`config.mk`:
```
export PLATFORM = sky130hd
export DESIGN_NAME = spinner_array
export DESIGN_NICKNAME = d
export VERILOG_FILES = /design/src/rtl/spinner_pkg.sv /design/src/rtl/spinner_array_channel.sv /design/src/rtl/spinner_array.sv
export SDC_FILE = /design/constraint.sdc
export NUM_CORES = 1
export LEC_CHECK = 0
export BUFFER_PORTS_ARGS = -buffer_cell sky130_fd_sc_hd__clkbuf_2
export CAP_MARGIN = 30
export CORE_MARGIN = 3
export CORE_UTILIZATION = 25
export CTS_CLUSTER_DIAMETER = 150
export CTS_CLUSTER_SIZE = 40
export DETAILED_ROUTE_END_ITERATION = 8
export PLACE_DENSITY = 0.5
export SETUP_SLACK_MARGIN = 0.2
export SYNTH_ARGS = -nofsm -noshare
export SYNTH_HDL_FRONTEND = slang
export SYNTH_HIERARCHICAL = 1
export SYNTH_SLANG_ARGS = --single-unit
```
`constraint.sdc`:
```
create_clock -name clk -period 5.7 [get_ports clk]
set_clock_uncertainty 0.2 [all_clocks]
set_input_delay 0.285 -clock clk [delete_from_list [all_inputs] [get_ports clk]]
set_output_delay 0.285 -clock clk [all_outputs]
set_load 0.05 [all_outputs]
```
`src/rtl/spinner_pkg.sv`:
```
// Shared types, default parameters and the saturating/wrapping adder used
// by every spinner channel.
package spinner_pkg;

    typedef enum logic {
        MODE_BUTTON  = 1'b0,
        MODE_SPINNER = 1'b1
    } spin_mode_e;

    typedef enum logic [1:0] {
        DIR_NONE = 2'd0,
        DIR_UP   = 2'd1,
        DIR_DOWN = 2'd2
    } spin_dir_e;

    localparam int DEF_CHANNELS     = 2;
    localparam int DEF_WIDTH        = 8;
    localparam int DEF_STEP         = 4;
    localparam int DEF_ACCEL_FRAMES = 8;
    localparam int DEF_ACCEL_MAX    = 4;
    localparam int DEF_INIT         = 0;

    localparam int MAX_WIDTH = 16;
    localparam int ARITH_W   = MAX_WIDTH + 2;

    // Adds a signed delta to an unsigned position of 'width' bits, then either
    // saturates to [0, 2^width-1] or keeps the low 'width' bits.
    function automatic logic [MAX_WIDTH-1:0] sat_wrap_add(
        input logic        [MAX_WIDTH-1:0] pos,
        input logic signed [ARITH_W-1:0]   delta,
        input int                          width,
        input logic                        clamp
    );
        logic signed [ARITH_W-1:0] sum;
        logic signed [ARITH_W-1:0] lim;
        sum = $signed({2'b00, pos}) + delta;
        lim = $signed(ARITH_W'((1 << width) - 1));
        if (clamp) begin
            if (sum < 0)
                sum = '0;
            else if (sum > lim)
                sum = lim;
        end else begin
            sum = sum & lim;
        end
        return sum[MAX_WIDTH-1:0];
    endfunction

endpackage

```
`src/rtl/spinner_array_channel.sv`:
```
// One spinner channel: input edge detection, hold-acceleration state and
// the position register with its change pulse.
module spinner_array_channel
    import spinner_pkg::*;
#(
    parameter int WIDTH        = DEF_WIDTH,
    parameter int STEP         = DEF_STEP,
    parameter int ACCEL_FRAMES = DEF_ACCEL_FRAMES,
    parameter int ACCEL_MAX    = DEF_ACCEL_MAX,
    parameter int INIT         = DEF_INIT
) (
    input  logic             clk,
    input  logic             reset_n,
    input  logic             strobe_edge,
    input  logic             plus,
    input  logic             minus,
    input  logic             use_spinner,
    input  logic             clamp,
    output logic [WIDTH-1:0] angle,
    output logic             changed
);

    localparam int MW = $clog2(ACCEL_MAX + 1);
    localparam int HW = $clog2(ACCEL_FRAMES + 1);

    logic              plus_d_reg, minus_d_reg, spin_d_reg;
    logic [MW-1:0]     mult_reg, mult_next, mult_eff;
    logic [HW-1:0]     hold_reg, hold_next, hold_eff;
    spin_dir_e         dir_reg, dir_next, dir_eff, dir_cur;
    logic [WIDTH-1:0]  pos_reg, pos_next;
    logic              changed_reg;
    logic signed [ARITH_W-1:0] delta;
    logic [ARITH_W-1:0] mag;
    logic              plus_rise, minus_rise;
    spin_mode_e        mode;

    assign mode       = spin_mode_e'(use_spinner);
    assign plus_rise  = plus & ~plus_d_reg;
    assign minus_rise = minus & ~minus_d_reg;

    always_comb begin
        mult_next = mult_reg;
        hold_next = hold_reg;
        dir_next  = dir_reg;
        mult_eff  = mult_reg;
        hold_eff  = hold_reg;
        dir_eff   = dir_reg;
        dir_cur   = DIR_NONE;
        delta     = '0;
        mag       = '0;
        if (mode == MODE_SPINNER) begin
            mult_next = MW'(1);
            hold_next = '0;
            dir_next  = DIR_NONE;
            if (plus_rise && !minus_rise)
                delta = ARITH_W'(1);
            else if (minus_rise && !plus_rise)
                delta = '1;
        end else begin
            // Coming back from spinner mode restarts acceleration.
            if (spin_d_reg) begin
                mult_eff = MW'(1);
                hold_eff = '0;
                dir_eff  = DIR_NONE;
            end
            mult_next = mult_eff;
            hold_next = hold_eff;
            dir_next  = dir_eff;
            if (strobe_edge) begin
                if (plus ^ minus) begin
                    dir_cur = plus ? DIR_UP : DIR_DOWN;
                    if (dir_eff != DIR_NONE && dir_eff != dir_cur) begin
                        mult_eff = MW'(1);
                        hold_eff = '0;
                    end
                    mag   = ARITH_W'(STEP) * ARITH_W'(mult_eff);
                    delta = (dir_cur == DIR_UP) ? $signed(mag) : -$signed(mag);
                    if (hold_eff == HW'(ACCEL_FRAMES - 1)) begin
                        hold_next = '0;
                        mult_next = (mult_eff < MW'(ACCEL_MAX)) ? mult_eff + 1'b1 : MW'(ACCEL_MAX);
                    end else begin
                        hold_next = hold_eff + 1'b1;
                        mult_next = mult_eff;
                    end
                    dir_next = dir_cur;
                end else begin
                    mult_next = MW'(1);
                    hold_next = '0;
                    dir_next  = DIR_NONE;
                end
            end
        end
        pos_next = WIDTH'(sat_wrap_add(MAX_WIDTH'(pos_reg), delta, WIDTH, clamp));
    end

    always_ff @(posedge clk or negedge reset_n) begin
        if (!reset_n) begin
            plus_d_reg  <= 1'b0;
            minus_d_reg <= 1'b0;
            spin_d_reg  <= 1'b0;
            mult_reg    <= MW'(1);
            hold_reg    <= '0;
            dir_reg     <= DIR_NONE;
            pos_reg     <= WIDTH'(INIT);
            changed_reg <= 1'b0;
        end else begin
            plus_d_reg  <= plus;
            minus_d_reg <= minus;
            spin_d_reg  <= use_spinner;
            mult_reg    <= mult_next;
            hold_reg    <= hold_next;
            dir_reg     <= dir_next;
            pos_reg     <= pos_next;
            changed_reg <= (pos_next != pos_reg);
        end
    end

    assign angle   = pos_reg;
    assign changed = changed_reg;

endmodule

```
`src/rtl/spinner_array.sv`:
```
// N-channel rotary/positional input emulator: shared frame-strobe edge
// detector feeding independent spinner channels, packed onto one bus.
module spinner_array
    import spinner_pkg::*;
#(
    parameter int CHANNELS     = DEF_CHANNELS,
    parameter int WIDTH        = DEF_WIDTH,
    parameter int STEP         = DEF_STEP,
    parameter int ACCEL_FRAMES = DEF_ACCEL_FRAMES,
    parameter int ACCEL_MAX    = DEF_ACCEL_MAX,
    parameter int INIT         = DEF_INIT
) (
    input  logic                      clk,
    input  logic                      reset_n,
    input  logic                      strobe,
    input  logic [CHANNELS-1:0]       plus,
    input  logic [CHANNELS-1:0]       minus,
    input  logic [CHANNELS-1:0]       use_spinner,
    input  logic [CHANNELS-1:0]       clamp,
    output logic [CHANNELS*WIDTH-1:0] angle,
    output logic [CHANNELS-1:0]       changed
);

    if (CHANNELS < 1 || CHANNELS > 8 || WIDTH < 4 || WIDTH > MAX_WIDTH ||
        STEP * ACCEL_MAX >= (1 << WIDTH)) begin : g_bad_params
        $error("spinner_array: parameter out of range");
    end

    logic strobe_d_reg;
    logic strobe_edge;

    always_ff @(posedge clk or negedge reset_n) begin
        if (!reset_n)
            strobe_d_reg <= 1'b0;
        else
            strobe_d_reg <= strobe;
    end

    assign strobe_edge = strobe & ~strobe_d_reg;

    genvar gi;
    generate
        for (gi = 0; gi < CHANNELS; gi++) begin : g_chan
            spinner_array_channel #(
                .WIDTH        (WIDTH),
                .STEP         (STEP),
                .ACCEL_FRAMES (ACCEL_FRAMES),
                .ACCEL_MAX    (ACCEL_MAX),
                .INIT         (INIT)
            ) u_chan (
                .clk         (clk),
                .reset_n     (reset_n),
                .strobe_edge (strobe_edge),
                .plus        (plus[gi]),
                .minus       (minus[gi]),
                .use_spinner (use_spinner[gi]),
                .clamp       (clamp[gi]),
                .angle       (angle[gi*WIDTH +: WIDTH]),
                .changed     (changed[gi])
            );
        end
    endgenerate

endmodule

```
==> out/metrics.yaml, run 1 <==
sta:
  hold_viol_final: 0
  timing.final.ws_setup_ns: 1.07
  period_needed_ns: 4.63
  rsz0062_at_grt: "no"
  post-route-period-util: 0.812
  worstMarginPinSlew_ns: 0.580
  clock.fmax_mhz: 216
  setup_viol: 0
  slew_headroom: 0.608
  drv_slew: 0
  setup_tns_ns: 0
die:
  fp.dieArea_um2: 15800
  ios: 29
  start_util: 0.257
  core_area_um2: 13900
  die_h_um: 126
  die_w_um: 126
  rows: 43
synth:
  synth.top_cells.by_count: "dfrtp_1, nor2_1, nand2_1"
  netlist.area_leader.share: 0.286
  syn_area_um2: 3590
  synth_edf_count: 0
  synth.most_common_cell: "dfrtp_1"
  synth-seq-area-share: 0.301
  ys_top_cells_by_area: "dfrtp_1, ha_1, nor2_1"
  synth-async-reset-ratio: 1.00
  synth_ff_type: "dfrtp_1"
  syn_inst: 404
  yosys_warnings: 6
  yosys.area.top_type: "dfrtp_1"
  syn_avg_cell_area_um2: 8.88
  synth_nets: 447
  synth_cell_types: 83
  synth_seq_cells: 43
power_and_ir_drop:
  internal_power_mw: 0.919
  seq_power_share: 0.269
  clkPwrFrac: 0.158
  p_per_area_nw_per_um2: 441
  total_power_mw: 1.81
  p_comb_frac: 0.573
  max-vdd-ir-drop_mv: 0.212
  p_sw_frac: 0.493
  switchingPower_mw: 0.892
  p_leak_nw: 1.85
worst_setup_path:
  crit_arrival_ns: 4.59
  worstPathRequired_ns: 5.67
  critPathKind: "input pin to register"
  worst-path-max-fanout: 17
  start_kind: "input pin"
  critPathCaptureType: "register"
finish:
  fin_cells: 618
  diodes: 0
  largest_reg_flops: 16
  seq_area_um2: 1080
  multi_input_area_um2: 2340
  n_fill_cell: 1454
  drive_gt1_frac: 0.146
  nets: 480
  area_growth_pct: 14.4
routing:
  drt_pass1_iterations: 5
  vias: 3171
  drt_iter0_markers: 165
  vias_per_cell: 5.13
  finalWirelength_um: 9140
  antenna_left: 0
  drc: 0
  wl_per_cell_um: 14.8
run:
  max-cap-violations: 0
clocking:
  clock_tree.buffer_depth: 2
  cts_sinks: 43
  clkTransAtPathRegs_ns: 0.07
  cts-buffers-inserted: 5
  tritoncts: "built"
  htreeDepth: 2
  cts-root-buf: "clkbuf_16"
  clk_latency_ns: 0.29
status:
  status: "completed"
grt:
  grt.overflow.total: 0
  grt_pass1_vias: 3155
  grt_max_degree: 44
  grt_first_pass_wirelength_um: 15600
  grt_use_total: 0.117
  antenna_found_initial: 0
placed_design:
  dpl.hpwl_um: 6870
  gp_congestion: 0.784
  dp.cells: 606
  place_worst_setup_slack_ns: 0.974
  portBuffers: 28
worst_hold_path:
  hp-class: "input pin to register"
-- power by group through the flow --
stage / clock [mW] / sequential (mW) / combinational (mW)
finish: 0.286 / 0.487 / 1.04
detailed placement: 0 / 0.494 / 1.03
floorplan: 0 / 0.662 / 0.616
CTS: 0.302 / 0.489 / 1.04
global placement: 0 / 0.496 / 1.03
global route: 0.314 / 0.501 / 1.13
-- stage by stage --
step / hold WS [ns] / instance area, µm² / util
finish: 0.0557 / 4100 / 0.295
global route: 0.0615 / 4100 / 0.295
CTS: 0.0432 / 4100 / 0.295
detailed placement: 0.220 / 3920 / 0.282
global placement: 0.215 / 3920 / 0.282
floorplan: -0.211 / 3590 / -
-- routing by layer --
metal  wire, µm  global-route usage  part of all wire  up-vias
li1           -                   -                 -     1562
met3        252              0.0225             0.028        4
met4         72              0.0240            0.0079        0
met1       4450               0.159              0.49     1552
met2       4360               0.194              0.48       53
met5          0                   0                 0        -
-- placed cells by master, fill, tap and decap left out, types with 4 or more instances in the layout --
master         netlist  routed
clkbuf_16            0       5
o21ai_0             14      14
nand2b_1             4       4
a21oi_1             16      16
a211o_1              4       4
dfrtp_1             41      41
a31oi_1              6       6
nor3_1               8       8
a22oi_1             12      12
inv_1               30      30
nand3_1              8       8
and2_1               8       8
ha_1                30      30
o21a_1              10      10
clkbuf_2             0      28
nand2_1             32      32
mux2i_1              6       6
nor4_1               4       4
dlygate4sd3_1        0       4
or2_2                4       4
xnor2_1             11      11
nor2_1              39      39
a21boi_1             4       4
nor2b_1              9       9
o211ai_1             8       8
a211oi_1             4       4
a21o_1               7       7
-- critical path: stages --
cell	delay, ns
dlygate4sd3_1	0.53
clkbuf_2	0.11
nor2b_4	0.36
nor2b_1	0.47
nand2b_1	0.15
o21ai_0	0.19
ha_1	0.33
a21oi_1	0.26
and2_1	0.22
xnor3_1	0.24
or3b_2	0.45
o41a_1	0.38
a221o_1	0.26
a2111o_1	0.34
-- path summary, 6_finish.rpt --
kind | startpoint | end | slack (ns) | cells past startpoint
max reg2reg | g_chan[0].u_chan/dir_reg[1]$_DFF_PN0_ | g_chan[0].u_chan/changed$_DFF_PN0_ | 1.12 | 15
max in group asynchronous | reset_n | g_chan[1].u_chan/hold_reg[0]$_DFF_PN0_ | 4.49 | 3
max | strobe | g_chan[0].u_chan/changed$_DFF_PN0_ | 1.07 | 14
min in group asynchronous | reset_n | g_chan[1].u_chan/angle[0]$_DFF_PN0_ | 0.42 | 3
min reg2reg | g_chan[1].u_chan/dir_reg[1]$_DFF_PN0_ | g_chan[1].u_chan/dir_reg[1]$_DFF_PN0_ | 0.34 | 2
min | plus[0] | g_chan[0].u_chan/plus_d_reg$_DFF_PN0_ | 0.06 | 1
-- logic make-up after synthesis --
kind of cell | share of synthesized area
multiplexers | 0.0199
adder cells (fa/ha/maj) | 0.116
buffers and inverters | 0.0471
AND/OR/NAND/NOR | 0.215
flip-flops | 0.301
AO/OA/AOI/OAI | 0.262
XOR/XNOR | 0.0405
-- what timing repair did --
item / 4_1_cts / 5_1_grt
hold buffers: 4 / 0
buffers inserted: 0 / 0
gates resized for setup: 0 / 0
endpoints found under the setup margin: 0 / 0
hold endpoints to repair: 44 / 0
-- area by class of cell --
| type | instances | share of cell area |
|---|---|---|
| sequential | 43 | 0.263 |
| clock inverter | 3 | 0.00366 |
| multi-input combinational | 321 | 0.570 |
| tap | 180 | 0.0549 |
| inverter | 32 | 0.0305 |
| clock buffer | 5 | 0.0305 |
| timing repair buffer | 34 | 0.0476 |
No activity file was read; power rests on OpenSTA's default activity.
==> inputs of run 2 (changes only) <==
==> constraint.sdc (replaced) <==
create_clock -name clk -period 4.8 [get_ports clk]
set_clock_uncertainty 0.2 [all_clocks]
set_input_delay 0.24 -clock clk [delete_from_list [all_inputs] [get_ports clk]]
set_output_delay 0.24 -clock clk [all_outputs]
set_load 0.05 [all_outputs]
==> run 2 against run 1 <==
Effect of this change: cell count up 0.81%; count of clock-buffer cells in the layout unchanged; combinational power up 19%; sequential power up 19%; largest power group unchanged; global-route usage up 0.15 points; clock power up 23%; first-iteration DRC count down 19%; utilization up 0.42 points; critical endpoint unchanged.
==> out/metrics.yaml, run 2 (synthesis gave the netlist of run 1 again) <==
worst_setup_path:
  r2r_slack_ns: 0.49  # was 1.12 ns
  r2r-end: "g_chan[0].u_chan/changed$_DFF_PN0_"  # unchanged
  critPathKind: "input pin to register"  # unchanged
  critPathCaptureType: "register"  # unchanged
  crit_start: "minus[0]"  # was strobe
  crit_arrival_ns: 4.32  # was 4.59 ns
  r2r-start: "g_chan[0].u_chan/dir_reg[0]$_DFF_PN0_"  # was g_chan[0].u_chan/dir_reg[1]$_DFF_PN0_
  r2r_cells: 16  # was 15
  start_kind: "input pin"  # unchanged
  worstPathRequired_ns: 4.77  # was 5.67 ns
  worst-path-max-fanout: 8  # was 17
sta:
  period_needed_ns: 4.35
  clock.fmax_mhz: 230
  drv_slew: 0  # unchanged
  rsz0062_at_grt: "yes"  # was no
  post-route-period-util: 0.905
  hold_viol_final: 0  # unchanged
  slew_headroom: 0.600  # was 0.608
  whs_ns: 0.0459  # was 0.0557 ns
  timing.final.ws_setup_ns: 0.455  # was 1.07 ns
  setup_viol: 0  # unchanged
  worstMarginPinSlew_ns: 0.591  # was 0.580 ns
  setup_tns_ns: 0  # unchanged
worst_hold_path:
  whs_path_depth: 1  # unchanged
  min_to: "g_chan[1].u_chan/plus_d_reg$_DFF_PN0_"  # was g_chan[0].u_chan/plus_d_reg$_DFF_PN0_
  hp-class: "input pin to register"  # unchanged
  worstHoldStart: "plus[1]"  # was plus[0]
grt:
  grt_max_degree: 44  # unchanged
  grt_first_pass_wirelength_um: 15600  # about the same
  grt_use_total: 0.118  # was 0.117
  grt.overflow.total: 0  # unchanged
  grt_pass1_vias: 3152  # was 3,155
  antenna_found_initial: 0  # unchanged
die:
  die_h_um: 126  # unchanged
  fp.dieArea_um2: 15800  # unchanged
  rows: 43  # unchanged
  start_util: 0.257  # unchanged
  die_w_um: 126  # unchanged
  core_area_um2: 13900  # unchanged
  ios: 29  # unchanged
placed_design:
  dpl.hpwl_um: 7010  # was 6870 µm
  gp_congestion: 0.838  # was 0.784
  portBuffers: 28  # unchanged
  place_worst_setup_slack_ns: 0.306  # was 0.974 ns
clocking:
  clk_latency_ns: 0.29  # about the same
  postCtsSetupBuffers: 0  # unchanged
  tritoncts: "built"  # unchanged
  clkTransAtPathRegs_ns: 0.07  # about the same
  cts_sinks: 43  # unchanged
  htreeDepth: 2  # unchanged
  clock_tree.buffer_depth: 2  # unchanged
  cts-root-buf: "clkbuf_16"  # unchanged
  cts-buffers-inserted: 5  # unchanged
run:
  max-cap-violations: 0  # unchanged
finish:
  largest_reg_flops: 16  # unchanged
  nets: 485  # was 480
  drive_gt1_frac: 0.158  # was 0.146
  area_growth_pct: 16.0  # was 14.4%
  diodes: 0  # unchanged
  layout_common_cells: "dfrtp_1, nor2_1, nand2_1"  # unchanged
  fin_util: 0.299  # was 0.295
  final_common_cell: "dfrtp_1"  # unchanged
power_and_ir_drop:
  p_per_area_nw_per_um2: 522  # was 441 nW/µm²
  max-vdd-ir-drop_mv: 0.262  # was 0.212 mV
  p_leak_nw: 1.87  # was 1.85 nW
status:
  status: "completed"  # unchanged
routing:
  finalWirelength_um: 9110  # was 9140 µm
  vias_per_cell: 5.09  # was 5.13
  vias: 3170  # was 3,171
  drt_pass1_iterations: 5  # unchanged
  wl_per_cell_um: 14.6  # was 14.8 µm
  drc: 0  # unchanged
  antenna_left: 0  # unchanged
  drt_iter0_markers: 133  # was 165
## run 2: changes by cell type in the layout (fill, tap and decap cells not counted), sizes merged
| cell | previous run | this run |
|---|---|---|
| buf | 2 | 6 |
| clkinv | 4 | 1 |
| clkinvlp | 0 | 2 |
| dlygate4sd3 | 4 | 5 |
| inv | 31 | 32 |
## run 2: how the worst max path moves through the flow
stage | endpoint | slack, ns | cells past startpoint
after floorplan | g_chan[0].u_chan/changed$_DFF_PN0_ | 0.65 | 16
after global placement | g_chan[0].u_chan/changed$_DFF_PN0_ | 0.41 | 17
after detailed placement | g_chan[0].u_chan/changed$_DFF_PN0_ | 0.31 | 17
after CTS | g_chan[1].u_chan/changed$_DFF_PN0_ | 0.43 | 15
after global routing | g_chan[1].u_chan/changed$_DFF_PN0_ | 0.17 | 15
final | g_chan[0].u_chan/changed$_DFF_PN0_ | 0.45 | 14
## run 2: what timing repair did
| item | 4_1_cts | 5_1_grt |
|---|---|---|
| gates resized for setup | 0 | 2 |
| endpoints found under the setup margin | 0 | 2 |
| hold buffers | 5 | 0 |
| hold endpoints to repair | 45 | 0 |
## run 2: layout make-up
class	instances	area, µm²
clock buffers	5	125
clock inverters	3	23.8
fillers	1485	9770
inverters	32	125
multi-input cells	321	2350
flip-flops and latches	43	1080
well taps	180	225
repair buffers	39	235
## run 2: metal layers
layer | GRT usage | wire length (µm) | vias up
met5 | 0 | 0 | -
li1 | - | - | 1570
met4 | 0.0309 | 118 | 0
met3 | 0.0212 | 320 | 13
met2 | 0.198 | 4300 | 56
met1 | 0.158 | 4370 | 1531
## run 2: stage by stage
step / cell area [µm²] / total power [mW] / std cells
2_1_floorplan: 3590 / 1.52 / 404
3_3_place_gp: 3950 / 1.81 / 610
3_5_place_dp: 3950 / 1.82 / 610
4_1_cts: 4150 / 2.19 / 623
5_1_grt: 4160 / 2.35 / 623
6_report: 4160 / 2.17 / 623
## run 2: report_power, final
| part | leakage, nW | switching (mW) | internal, mW |
|---|---|---|---|
| Combinational | 1.28 | 0.777 | 0.466 |
| Sequential | 0.527 | 0.139 | 0.440 |
| Clock | 0.0664 | 0.158 | 0.195 |
| Total | 1.87 | 1.07 | 1.10 |
## run 2: worst max-delay path: stages
cell and delay [ns]:
dlygate4sd3_1 0.54, clkbuf_2 0.14, ha_1 0.34, or4b_4 0.55, a21oi_1 0.19, or2_2 0.16, ha_1 0.30, nand2_1 0.15
o21ai_0 0.12, or2_2 0.30, a311o_1 0.38, nor3b_4 0.40, mux2i_1 0.14, a2111o_1 0.39
==> inputs of run 3 (changes only) <==
--- a/config.mk
+++ b/config.mk
@@ -16,5 +16,4 @@
 export SETUP_SLACK_MARGIN = 0.2
 export SYNTH_ARGS = -nofsm -noshare
 export SYNTH_HDL_FRONTEND = slang
-export SYNTH_HIERARCHICAL = 1
 export SYNTH_SLANG_ARGS = --single-unit
==> run 3 against run 2 <==
Effect of this change: maximum frequency fell by 0.40%; sequential share of layout area rose by 1.7 points; wire length fell by 9.0%; critical endpoint is now g_chan[1].u_chan.changed$_DFF_PN0_; highest routed layer unchanged.
==> out/metrics.yaml, run 3 <==
status:
  status: "completed"  # unchanged
synth:
  syn_avg_cell_area_um2: 8.60  # was 8.88 µm²
  synth-async-reset-ratio: 1.00  # unchanged
  yosys_warnings: 0  # was 6
  yosys.area.top_type: "dfrtp_1"  # unchanged
  synth_top_family_by_area: "simple AND/OR/NAND/NOR gates"  # was compound AO/OA/AOI/OAI gates
  synth.area.mux_share: 0.0125  # was 0.0199
  syn_area_um2: 3300  # was 3590 µm²
  synth-seq-area-share: 0.327  # was 0.301
  synth_nets: 424  # was 447
  synth_ff_type: "dfrtp_1"  # unchanged
  synth_cell_types: 61  # was 83
  ys_top_cells_by_area: "dfrtp_1, ha_1, a21oi_1"  # was dfrtp_1, ha_1, nor2_1
  netlist.area_leader.share: 0.311  # was 0.286
  synth_compound_area_frac: 0.216  # was 0.262
  synth.most_common_cell: "dfrtp_1"  # unchanged
  synth_seq_cells: 43  # unchanged
  synth_edf_count: 0  # unchanged
  synth.top_cells.by_count: "dfrtp_1, nand2_1, a21oi_1"  # was dfrtp_1, nor2_1, nand2_1
  synthXorXnorAreaFrac: 0.0425  # was 0.0405
  synth-simple-area-share: 0.240  # was 0.215
  synthAdderAreaFrac: 0.118  # was 0.116
  syn_inst: 383  # was 404
worst_setup_path:
  crit_arrival_ns: 4.34  # was 4.32 ns
  critPathSlowestCell: "or4b_1"  # was or4b_4
  worst-path-max-fanout: 7  # was 8
  crit_chain: "dlygate4sd3_1 > clkbuf_2 > inv_1 > ha_1 > or4b_1 > nand2b_1 > o21ai_2 > ha_1 > o21ai_0 > nand2b_1 > and3_1 > or4b_1 > nand4_1 > nor4b_1 > nor4_1 > a211o_1"  # was dlygate4sd3_1 > clkbuf_2 > ha_1 > or4b_4 > a21oi_1 > or2_2 > ha_1 > nand2_1 > o21ai_0 > or2_2 > a311o_1 > nor3b_4 > mux2i_1 > a2111o_1
  cpPeakStageDelay_ns: 0.57  # was 0.55 ns
  critical_path.top_delay_family: "simple AND/OR/NAND/NOR gates"  # unchanged
  start_kind: "input pin"  # unchanged
  worstPathRequired_ns: 4.78  # was 4.77 ns
  cp.depth: 16  # was 14
  r2r_cells: 15  # was 16
  critPathCaptureType: "register"  # unchanged
  path_buf_inv: 3  # was 2
  critPathKind: "input pin to register"  # unchanged
sta:
  slew_headroom: 0.557  # was 0.600
  hold_viol_final: 0  # unchanged
  whs_ns: 0.0135  # was 0.0459 ns
  clock.fmax_mhz: 229  # was 230 MHz
  setup_viol: 0  # unchanged
  drv_slew: 0  # unchanged
  post-route-period-util: 0.909  # was 0.905
  worstMarginPinSlew_ns: 0.660  # was 0.591 ns
  setup_tns_ns: 0  # unchanged
  rsz0062_at_grt: "yes"  # unchanged
  period_needed_ns: 4.36  # was 4.35 ns
run:
  max-cap-violations: 0  # unchanged
clocking:
  clkTransAtPathRegs_ns: 0.06  # was 0.07 ns
  cts-buffers-inserted: 5  # unchanged
  cts-root-buf: "clkbuf_16"  # unchanged
  clk_latency_ns: 0.29  # about the same
  tritoncts: "built"  # unchanged
  htreeDepth: 2  # unchanged
  clock_tree.buffer_depth: 2  # unchanged
  cts_sinks: 43  # unchanged
finish:
  area_growth_pct: 18.7  # was 16.0%
  final_common_cell: "dfrtp_1"  # unchanged
  nets: 464  # was 485
  largest_reg_flops: 16  # unchanged
  layout_common_cells: "dfrtp_1, nand2_1, a21oi_1"  # was dfrtp_1, nor2_1, nand2_1
  diodes: 0  # unchanged
  drive_gt1_frac: 0.142  # was 0.158
die:
  die_w_um: 121  # was 126 µm
  fp.dieArea_um2: 14600  # was 15,800 µm²
  die_h_um: 121  # was 126 µm
  rows: 41  # was 43
  ios: 29  # unchanged
  start_util: 0.258  # was 0.257
  core_area_um2: 12800  # was 13,900 µm²
grt:
  grt_first_pass_wirelength_um: 14200  # was 15,600 µm
  grt_pass1_vias: 2827  # was 3,152
  grt_use_total: 0.119  # was 0.118
  antenna_found_initial: 0  # unchanged
  grt_busiest_layer: "met2"  # unchanged
  grt.overflow.total: 0  # unchanged
  met1_usage: 0.175  # was 0.158
  grt.met2_usage: 0.177  # was 0.198
  grt_use_met3: 0.0234  # was 0.0212
  grt_max_degree: 44  # unchanged
routing:
  drt_iter0_markers: 159  # was 133
  vias_per_cell: 4.97  # was 5.09
  drt_pass1_iterations: 4  # was 5
  vias: 2960  # was 3,170
  antenna_left: 0  # unchanged
  drc: 0  # unchanged
  wl_per_cell_um: 13.9  # was 14.6 µm
  finalWirelength_um: 8280  # was 9110 µm
power_and_ir_drop:
  clkPwrFrac: 0.170  # was 0.162
  switchingPower_mw: 0.999  # was 1.07 mW
  p_per_area_nw_per_um2: 516  # was 522 nW/µm²
  p_leak_nw: 1.72  # was 1.87 nW
  p_comb_frac: 0.545  # was 0.572
  total_power_mw: 2.02  # was 2.17 mW
  max-vdd-ir-drop_mv: 0.427  # was 0.262 mV
  seq_power_share: 0.285  # was 0.266
  internal_power_mw: 1.02  # was 1.10 mW
  p_sw_frac: 0.495  # was 0.494
worst_hold_path:
  hp-class: "input pin to register"  # unchanged
  whs_path_depth: 1  # unchanged
placed_design:
  portBuffers: 28  # unchanged
  dpl.hpwl_um: 6150  # was 7010 µm
  gp_congestion: 0.813  # was 0.838
==> run 3: cell types whose count changed in the layout (fill, tap and decap cells not counted), sizes merged, moves of 7 or more <==
cell	before	now
a22oi	12	2
a21oi	16	37
nand2	32	39
inv	32	21
o211ai	8	1
o21a	10	1
o21ai	17	27
==> run 3: power groups by stage <==
stage / combinational (mW) / sequential (mW) / clock, mW
4_1_cts: 1.08 / 0.574 / 0.354
5_1_grt: 1.22 / 0.593 / 0.369
6_report: 1.10 / 0.574 / 0.344
3_5_place_dp: 1.07 / 0.582 / 0
2_1_floorplan: 0.611 / 0.785 / 0
3_3_place_gp: 1.07 / 0.580 / 0
==> run 3: repair_timing <==
item / 4_1_cts / 5_1_grt
hold buffers: 6 / 0
endpoints found under the hold margin: 46 / 0
setup endpoints to repair: 0 / 2
gates resized for setup: 0 / 8
setup buffers: 0 / 3
==> run 3: metal layers <==
metal | routed length (µm) | up-vias
li1 | - | 1480
met1 | 4270 | 1399
met2 | 3530 | 70
met3 | 369 | 11
met4 | 111 | 0
met5 | 0 | -
==> run 3: stage by stage <==
stage / cell area, µm² / worst slack (ns) / instances / utilization
CTS: 3840 / 0.209 / 593 / 0.301
global placement: 3650 / 0.177 / 579 / 0.286
floorplan: 3300 / 0.539 / 383 / -
detailed placement: 3650 / 0.150 / 579 / 0.286
global route: 3910 / 0.103 / 596 / 0.306
finish: 3910 / 0.437 / 596 / 0.306
==> run 3: cell families after synthesis <==
family / after synthesis
adder cells (fa/ha/maj): 30
AND/OR/NAND/NOR: 149
buffers and inverters: 33
flip-flops: 43
AO/OA/AOI/OAI: 108
XOR/XNOR: 16
multiplexers: 4
==> run 3: layout make-up <==
class,count,area (µm²)
clock buffer,8,136
fill,1341,8860
inverter,21,78.8
multi-input combinational,307,2110
sequential,43,1080
tap,172,215
timing repair buffer,45,295
==> run 3: final timing paths <==
check | end | from | slack [ns]
max | g_chan[1].u_chan.changed$_DFF_PN0_ | plus[1] | 0.44
min | g_chan[0].u_chan.plus_d_reg$_DFF_PN0_ | plus[0] | 0.01
max reg2reg | g_chan[0].u_chan.changed$_DFF_PN0_ | g_chan[0].u_chan.dir_reg[1]$_DFF_PN0_ | 0.52
min reg2reg | g_chan[0].u_chan.hold_reg[3]$_DFF_PN0_ | g_chan[0].u_chan.hold_reg[3]$_DFF_PN0_ | 0.28
max in group asynchronous | g_chan[1].u_chan.plus_d_reg$_DFF_PN0_ | reset_n | 3.62
min in group asynchronous | g_chan[1].u_chan.changed$_DFF_PN0_ | reset_n | 0.37
==> run 3: worst reg2reg max path, stage by stage (launching register included) <==
cell      delay, ns
dfrtp_1        0.37
mux2i_1        0.19
nor2b_1        0.31
nand2b_1       0.15
ha_1           0.32
mux2i_1        0.12
o21ai_0        0.10
ha_1           0.38
o21ai_0        0.15
o211a_1        0.25
a221oi_2       0.47
a221o_1        0.32
nor2_1         0.06
o311a_1        0.35
or3_1          0.35
nand4_1        0.11
